`src/rtl/conv_pkg.sv`:
```
// Shared parameters, FSM encoding and ACC_W->OUT_W saturation for the conv write-back path.
`timescale 1ns/1ps
package conv_pkg;

  localparam int PROD_W      = 16;
  localparam int ACC_W       = 24;
  localparam int OUT_W       = 16;
  localparam int NUM_REG     = 16;
  localparam int OUT_CHANNEL = 4;
  localparam int ADDR_W      = 8;
  localparam int IDX_W       = $clog2(NUM_REG);
  localparam int CHAN_W      = $clog2(OUT_CHANNEL);

  typedef enum logic [0:0] {
    ST_ACCUM = 1'b0,
    ST_DRAIN = 1'b1
  } state_t;

  // In range exactly when all bits above the output sign bit match it.
  function automatic logic [OUT_W-1:0] sat(input logic [ACC_W-1:0] a);
    logic [ACC_W-OUT_W:0] hi_bits;
    logic [OUT_W-1:0]     res;
    hi_bits = a[ACC_W-1:OUT_W-1];
    if ((&hi_bits) || (~|hi_bits)) begin
      res = a[OUT_W-1:0];
    end else if (a[ACC_W-1]) begin
      res = {1'b1, {(OUT_W-1){1'b0}}};
    end else begin
      res = {1'b0, {(OUT_W-1){1'b1}}};
    end
    return res;
  endfunction

endpackage

```
`src/rtl/conv_out_writer_acc_bank.sv`:
```
// NUM_REG x ACC_W accumulator bank: sign-extending accumulate port, clear port, read mux.
`timescale 1ns/1ps
module acc_bank
  import conv_pkg::*;
(
  input  logic              clock,
  input  logic              reset_n,
  input  logic              acc_en,
  input  logic [IDX_W-1:0]  acc_idx,
  input  logic [PROD_W-1:0] acc_val,
  input  logic              clr_en,
  input  logic [IDX_W-1:0]  clr_idx,
  input  logic [IDX_W-1:0]  rd_idx,
  output logic [ACC_W-1:0]  rd_data
);

  logic [ACC_W-1:0] acc_q [NUM_REG];
  logic [ACC_W-1:0] ext_s;

  assign ext_s = {{(ACC_W-PROD_W){acc_val[PROD_W-1]}}, acc_val};

  // Accumulation wraps at ACC_W; clear wins if both ever coincide.
  always_ff @(posedge clock or negedge reset_n) begin
    if (!reset_n) begin
      for (int i = 0; i < NUM_REG; i++) begin
        acc_q[i] <= '0;
      end
    end else if (clr_en) begin
      acc_q[clr_idx] <= '0;
    end else if (acc_en) begin
      acc_q[acc_idx] <= acc_q[acc_idx] + ext_s;
    end
  end

  assign rd_data = acc_q[rd_idx];

endmodule

```
`src/rtl/conv_out_writer.sv`:
```
// Write-back end of the conv datapath: accumulates tagged MAC products per neuron,
// then drains the tile into the output-feature-map BRAM one word per cycle.
`timescale 1ns/1ps
module conv_out_writer
  import conv_pkg::*;
(
  input  logic              clock,
  input  logic              reset_n,
  input  logic              prod_valid,
  output logic              prod_ready,
  input  logic [PROD_W-1:0] prod_data,
  input  logic [IDX_W-1:0]  prod_reg_idx,
  input  logic              prod_last,
  input  logic [CHAN_W-1:0] chan_idx,
  input  logic [ADDR_W-1:0] out_base_addr,
  input  logic              flush,
  output logic              out_buf_en,
  output logic              out_buf_we,
  output logic [ADDR_W-1:0] out_buf_addr,
  output logic [OUT_W-1:0]  out_buf_din,
  output logic              cell_ready,
  output logic              busy,
  output logic              err
);

  state_t              state_q, state_d;
  logic [NUM_REG-1:0]  done_q, done_d;
  logic [IDX_W-1:0]    cnt_q, cnt_d;
  logic [ADDR_W-1:0]   base_q, base_d;
  logic                err_q, err_d;
  logic                prod_ready_q, prod_ready_d;
  logic                busy_q, busy_d;
  logic                wr_q, wr_d;
  logic [ADDR_W-1:0]   addr_q, addr_d;
  logic [OUT_W-1:0]    din_q, din_d;
  logic                last_q, last_d;
  logic                cell_q, cell_d;

  logic                beat_s, idx_ok_s, acc_en_s, bad_beat_s, clr_en_s;
  logic [ACC_W-1:0]    rd_data_s;

  if (NUM_REG == (1 << IDX_W)) begin : g_idx_full
    assign idx_ok_s = 1'b1;
  end else begin : g_idx_part
    assign idx_ok_s = (int'(prod_reg_idx) < NUM_REG);
  end

  assign beat_s     = prod_valid & prod_ready_q & (state_q == ST_ACCUM);
  assign acc_en_s   = beat_s & idx_ok_s & ~done_q[prod_reg_idx];
  assign bad_beat_s = beat_s & ~(idx_ok_s & ~done_q[prod_reg_idx]);

  acc_bank u_acc_bank (
    .clock   (clock),
    .reset_n (reset_n),
    .acc_en  (acc_en_s),
    .acc_idx (prod_reg_idx),
    .acc_val (prod_data),
    .clr_en  (clr_en_s),
    .clr_idx (cnt_q),
    .rd_idx  (cnt_q),
    .rd_data (rd_data_s)
  );

  // State and registered outputs.
  always_ff @(posedge clock or negedge reset_n) begin
    if (!reset_n) begin
      state_q      <= ST_ACCUM;
      done_q       <= '0;
      cnt_q        <= '0;
      base_q       <= '0;
      err_q        <= 1'b0;
      prod_ready_q <= 1'b1;
      busy_q       <= 1'b0;
      wr_q         <= 1'b0;
      addr_q       <= '0;
      din_q        <= '0;
      last_q       <= 1'b0;
      cell_q       <= 1'b0;
    end else begin
      state_q      <= state_d;
      done_q       <= done_d;
      cnt_q        <= cnt_d;
      base_q       <= base_d;
      err_q        <= err_d;
      prod_ready_q <= prod_ready_d;
      busy_q       <= busy_d;
      wr_q         <= wr_d;
      addr_q       <= addr_d;
      din_q        <= din_d;
      last_q       <= last_d;
      cell_q       <= cell_d;
    end
  end

  // Next state: flush is only honoured in ACCUM; drain leaves after the last neuron.
  always_comb begin
    state_d = state_q;
    case (state_q)
      ST_ACCUM: begin
        if (flush || (&done_q)) begin
          state_d = ST_DRAIN;
        end else begin
          state_d = ST_ACCUM;
        end
      end
      ST_DRAIN: begin
        if (cnt_q == IDX_W'(NUM_REG - 1)) begin
          state_d = ST_ACCUM;
        end else begin
          state_d = ST_DRAIN;
        end
      end
      default: state_d = ST_ACCUM;
    endcase
  end

  // Datapath and output next values.
  always_comb begin
    done_d       = done_q;
    cnt_d        = cnt_q;
    base_d       = base_q;
    err_d        = err_q | bad_beat_s;
    prod_ready_d = (state_d == ST_ACCUM);
    busy_d       = (state_d == ST_DRAIN);
    wr_d         = 1'b0;
    addr_d       = '0;
    din_d        = '0;
    last_d       = 1'b0;
    cell_d       = last_q;
    clr_en_s     = 1'b0;
    case (state_q)
      ST_ACCUM: begin
        if (acc_en_s && prod_last) begin
          done_d[prod_reg_idx] = 1'b1;
        end else begin
          done_d = done_q;
        end
        if (state_d == ST_DRAIN) begin
          cnt_d  = '0;
          base_d = out_base_addr + ADDR_W'(chan_idx) * ADDR_W'(NUM_REG);
        end else begin
          base_d = base_q;
        end
      end
      ST_DRAIN: begin
        wr_d          = 1'b1;
        addr_d        = base_q + ADDR_W'(cnt_q);
        din_d         = sat(rd_data_s);
        clr_en_s      = 1'b1;
        done_d[cnt_q] = 1'b0;
        cnt_d         = cnt_q + IDX_W'(1);
        last_d        = (state_d == ST_ACCUM);
      end
      default: begin
        cnt_d = '0;
      end
    endcase
  end

  assign prod_ready   = prod_ready_q;
  assign busy         = busy_q;
  assign err          = err_q;
  assign out_buf_en   = wr_q;
  assign out_buf_we   = wr_q;
  assign out_buf_addr = addr_q;
  assign out_buf_din  = din_q;
  assign cell_ready   = cell_q;

endmodule

```
`config.mk`:
```
export PLATFORM = sky130hd
export DESIGN_NAME = conv_out_writer
export DESIGN_NICKNAME = d
export VERILOG_FILES = /design/src/rtl/conv_pkg.sv /design/src/rtl/conv_out_writer_acc_bank.sv /design/src/rtl/conv_out_writer.sv
export SDC_FILE = /design/constraint.sdc
export NUM_CORES = 1
export LEC_CHECK = 0
export BUFFER_PORTS_ARGS = -buffer_cell sky130_fd_sc_hd__buf_4
export CAP_MARGIN = 20
export CORE_ASPECT_RATIO = 2
export CORE_MARGIN = 5
export CORE_UTILIZATION = 30
export DETAILED_ROUTE_END_ITERATION = 7
export PLACE_DENSITY = 0.45
export REMOVE_ABC_BUFFERS = 1
export SKIP_CTS_REPAIR_TIMING = 1
export SLEW_MARGIN = 30
export SYNTH_ARGS = -nofsm -noshare
export SYNTH_HDL_FRONTEND = slang
export SYNTH_SLANG_ARGS = --single-unit
```
`constraint.sdc`:
```
create_clock -name clock -period 5.3 [get_ports clock]
set_clock_uncertainty 0.1 [all_clocks]
set_input_delay 0.53 -clock clock [delete_from_list [all_inputs] [get_ports clock]]
set_output_delay 0.53 -clock clock [all_outputs]
set_load 0.05 [all_outputs]
```
## Word-level counts from Yosys, hierarchy flattened

Index checks and enable logic that the tools add are counted.

| operators by class | value |
|---|---|
| add/sub/neg operators | 4 |
| $lt $le $gt $ge | 8 |
| equal/unequal tests | 3 |
| multiplexer cells | 32 |
| bitwise gates (word level) | 15 |
| reductions and logical operators | 13 |

Operators with widths:

| operator | number |
|---|---|
| $mux 384 | 2 |
| $and 384x384->384 | 1 |
| $bwmux 384 | 1 |
| $not 384->384 | 1 |
| $bmux 24 s4 | 2 |
| $demux 24 s4 | 2 |
| $mux 24 | 6 |
| $mux 16 | 4 |
| $pmux 16 s2 | 1 |
| $add 24x24->24 | 1 |
| $and 16x16->16 | 1 |
| $not 16->16 | 1 |
| $or 16x16->16 | 1 |
| $reduce_and 16->1 | 1 |
| $ge 5x5->1 const B | 2 |
| $lt 4x5->1 const B | 2 |
| $lt 5x1->1 const B | 2 |
| $not 4->5 | 2 |
| $reduce_and 9->1 | 1 |
| $reduce_or 9->1 | 1 |
| $add 8x4->8 | 1 |
| $add 8x6->8 | 1 |
| $demux 1 s4 | 2 |
| $ge 4x1->1 const B | 2 |
| 18 further kinds | 34 |

| word-level totals | value |
|---|---|
| flip-flop bits (word level) | 442 |
| output and inout port bits | 30 |

## Logic depth before layout (Yosys ltp)

| logic depth | value |
|---|---|
| depth after elaboration | 9 |
| depth in mapped cells | 18 |

## Modules after synthesis

Synthesis repeated with hierarchy kept, for this count alone.

| second synthesis, totals | value |
|---|---|
| cells, all modules | 1,750 |
| area total of the unflattened synthesis | 23,877.9 um2 |

By module, submodules not included:

| module | times used | cells each | area an instance (um2) | seq. area each (um2) |
|---|---|---|---|---|
| acc_bank | 1 | 1,490 | 21,010.2 | 9,609.2 |
| conv_out_writer | 1 | 260 | 2,867.8 | 1,452.6 |

## Least setup slack after synthesis

Ideal clock, no wire load.

| path | value |
|---|---|
| kind | in2reg |
| from | in prod_reg_idx[0] |
| to | reg u_acc_bank.acc_q[22] in the netlist's numbering |
| setup time | 0.134 ns |
| data arrival time | 5.032 ns |
| data required time | 5.066 ns |
| setup slack | 0.034 ns |
| stages | 16 |
| path through | buf_2 -> buf_2 -> clkbuf_1 -> buf_2 -> mux4_2 -> mux4_2 -> ha_1 -> fa_1 -> a21o_1 -> a221oi_2 -> o221ai_1 -> a31o_2 -> a221o_1 -> xnor2_2 -> clkbuf_2 -> o21ai_0 |

| between the ends | value |
|---|---|
| word-level cells in the longest chain between the ends | 8 |
| elaborated cells between the ends (all ways) | 18 |
| those cells by class | add/sub: 1; order compare: 2; mux: 10; bitwise: 3; reduce/logical: 2 |

Ends and longest elaborated chain:

| item | line | source |
|---|---|---|
| start, declared | conv_out_writer.sv:12 | `input logic [IDX_W-1:0] prod_reg_idx,` |
| $not 4->5 (not written as such) | conv_out_writer_acc_bank.sv:31 | `acc_q[acc_idx] <= acc_q[acc_idx] + ext_s;` |
| $bmux 24 s4 (tied with other cells) | conv_out_writer_acc_bank.sv:31 |  |
| $mux 24 (not written as such) / $logic_and 1x1->1 (equally long branches) | conv_out_writer_acc_bank.sv:31 |  |
| $mux 24 (not written as such) | conv_out_writer_acc_bank.sv:31 |  |
| $add 24x24->24 / $demux 24 s4 (equally long branches) | conv_out_writer_acc_bank.sv:31 |  |
| $bwmux 384 | conv_out_writer_acc_bank.sv:31 |  |
| $mux 384 | conv_out_writer_acc_bank.sv:30 | `end else if (acc_en) begin` |
| $mux 384 | conv_out_writer_acc_bank.sv:28 | `end else if (clr_en) begin` |
| end signal, assigned by index | conv_out_writer_acc_bank.sv:31 |  |
| end, declared | conv_out_writer_acc_bank.sv:17 | `logic [ACC_W-1:0] acc_q [NUM_REG];` |

Parallel ways exist; a longest one is shown, timed or not. The select of a mux whose other input is x is not followed.
A chain may end at the register's enable or synchronous reset.

## Final worst setup path

| path | value |
|---|---|
| from | reg u_acc_bank.acc_q[24] in the netlist's numbering |
| to | reg u_acc_bank.acc_q[22] in the netlist's numbering |

| between the ends | value |
|---|---|
| word-level cells in the longest chain between the ends | 7 |

Ends and longest elaborated chain:

| item | line |
|---|---|
| $bmux 24 s4 | conv_out_writer_acc_bank.sv:31 |
| $mux 24 (not written as such) (2 in a row) | conv_out_writer_acc_bank.sv:31 |
| $add 24x24->24 | conv_out_writer_acc_bank.sv:31 |
| $bwmux 384 | conv_out_writer_acc_bank.sv:31 |
| $mux 384 | conv_out_writer_acc_bank.sv:30 |
| $mux 384 | conv_out_writer_acc_bank.sv:28 |

No other way between the ends. The select of a mux whose other input is x is not followed.

==> out/metrics.cfg <==
[status]
status=finished, final reports clean

[die]
dieArea_mm2=0.0846
die_h_um=406
die_w_um=208
start_util_pct=30.2
core-area_mm2=0.0780
row_count=145
num_io_pins=65

[global_route]
track_usage_pct=21.8
grt_pass1_wl_um=136000
grt.overflow.total=0
grt_max_degree=124
antenna_found_initial=0
grt_pass1_vias=18512

[drt]
drcViolationCount=0
drt_iter0_drc=1519
drtAntennaViolNets=0
num_vias=17621
routedWlPerCell_um=32.7
drt-pass1-iter-count=5
routed_wl_um=93900
via_per_inst=6.14

[place]
place_congestion=0.858
hpwlAfterDp_um=58400
io_buffers=64
placedCellCount=2782

[sta]
slew_headroom_pct=26.4
post-route-period-util_pct=87.5
min_period_ps=4640
fmax_mhz=216
setup_violations=0
max_slew.worst_pin.slew_ps=1090
hold_viol_final=0
fin_tns_setup_ps=0
rsz0062_at_grt=no
slew_violations=0

[logic_synthesis]
syn_area_per_cell_um2=13.3
synth_area_leaders=dfrtp_1, mux4_2, a22o_1
synth_area_mm2=0.0236
synth_edf_count=0
synthTopCellsByCount=dfrtp_1, a22o_1, mux4_2
synth_flop_cell=dfrtp_1
synth_top_area_share_pct=46.9
synth-seq-cells=442
synthDistinctLibCells=64
synthCells=1768
yosysWarnings=0
synth_top_area_cell=dfrtp_1
yosysSeqAreaShare_pct=47.0
synthArstFlopShare_pct=100
synth.most_common_cell=dfrtp_1

[clock_tree]
cts.sinks=442
clk_pin_slew_ps=60
cts_max_path_buffers=3
ctsHtreeMaxLevel=2
cts_tree=built
cts_made_buffers=46
insertion_delay_ps=610
root_buffer=clkbuf_16

[critical_path]
path_max_fanout=15
critPathLaunchType=flip-flop
required_ps=5650
arrival_ps=4990
end_kind=flip-flop
reg2reg_slack_ps=660
path_class=flip-flop to flip-flop

[power]
leakage_nw=11.9
power_density_mw_per_mm2=389
vdd.ir_drop.worst_uv=412

[layout]
final-instance-count-excl-fill=2869
finalNetCount=1874
drive_gt1_share_pct=29.6
fillers=7673
area_growth_pct=16.4

[worst_hold_path]
hp-class=input pin to flip-flop

[run]
maxCapViolCount=0

[power breakdown]
group / switching [mW] / leakage [nW] / internal [mW]
sequential: 0.423 / 6.09 / 3.59
combinational: 2.03 / 4.98 / 1.07
clock: 1.53 / 0.787 / 2.03
total: 3.99 / 11.9 / 6.69
[cell type report]
class	count	area, um^2	area share, %
Clock inverter	21	272	0.990
Multi-Input combinational cell	1128	12000	43.8
Inverter	20	75.1	0.274
Tap cell	1029	1290	4.70
Timing Repair Buffer	165	1360	4.97
Antenna cell	1	2.50	0.00913
Clock buffer	63	1350	4.91
Sequential cell	442	11100	40.4
[per-stage QoR]
step                      total power, mW  instance area, um^2  hold WS (ps)  worst slack (ps)  util (%)
after floorplan                      5.62                22800           134              -833         -
after CTS                            10.8                27400         -68.9               599      35.1
after global placement               7.13                25700           246               103      33.0
after detailed placement             7.18                25800           251               107      33.0
after global routing                 11.0                27400          43.6               498      35.1
final                                10.7                27400          65.3               661      35.1
[metal layers]
layer  share of wire, %  vias up  GRT usage, %  wire length, um
met5                  0        -             0                0
met3                5.4      230          3.05             5100
met1                 37     9590          26.1            35200
met4                6.3        0          11.6             5960
li1                   -     7026             -                -
met2                 51      775          38.0            47700
[cells in the final DEF (no fill, tap or decap), types with 29 or more instances in the layout]
cell / Yosys / routed
mux4_2: 245 / 245
dfrtp_1: 441 / 436
a21oi_1: 41 / 41
clkbuf_16: 0 / 47
nand2_1: 134 / 134
o21ai_0: 48 / 48
ha_1: 33 / 33
nand3_1: 29 / 29
buf_4: 2 / 154
nor2_1: 71 / 57
a22o_1: 327 / 327
[worst max-delay path: stages (launching register included)]
cell      delay [ps]
dfrtp_1          410
mux4_2           470
mux4_2           480
ha_1             320
fa_1             470
a21o_1           200
a221oi_2         480
o221ai_1         300
a31o_2           280
a221o_1          380
xnor2_2          190
buf_4            250
o21ai_0          120
[path summary, 6_finish.rpt]
| check | start | endpoint | depth (start not counted) |
|---|---|---|---|
| max | u_acc_bank.acc_q[24] | u_acc_bank.acc_q[22] | 12 |
| min | out_base_addr[3] | base_q[3] | 2 |
| max in group asynchronous | reset_n | u_acc_bank.acc_q[110] | 4 |
| min in group asynchronous | reset_n | u_acc_bank.acc_q[355] | 2 |
| min reg2reg | cell_d | cell_ready | 0 |
| max reg2reg | u_acc_bank.acc_q[24] | u_acc_bank.acc_q[22] | 12 |
[logic make-up after synthesis]
logic type,after synthesis,synth area share (%)
compound gates,501,16.7
flops,442,47.0
simple gates,310,5.97
fa+ha+maj,36,2.01
xor+xnor,29,1.11
buf+inv,198,3.51
mux,252,23.8
[state kept, by name, indices dropped and copies added (netlist names), 4 cells and up]
name	flops
done_q	16
u_acc_bank.acc_q	384
out_buf_din	16
base_q	8
out_buf_addr	8
cnt_q	4
No activity file was read; power rests on OpenSTA's default activity.
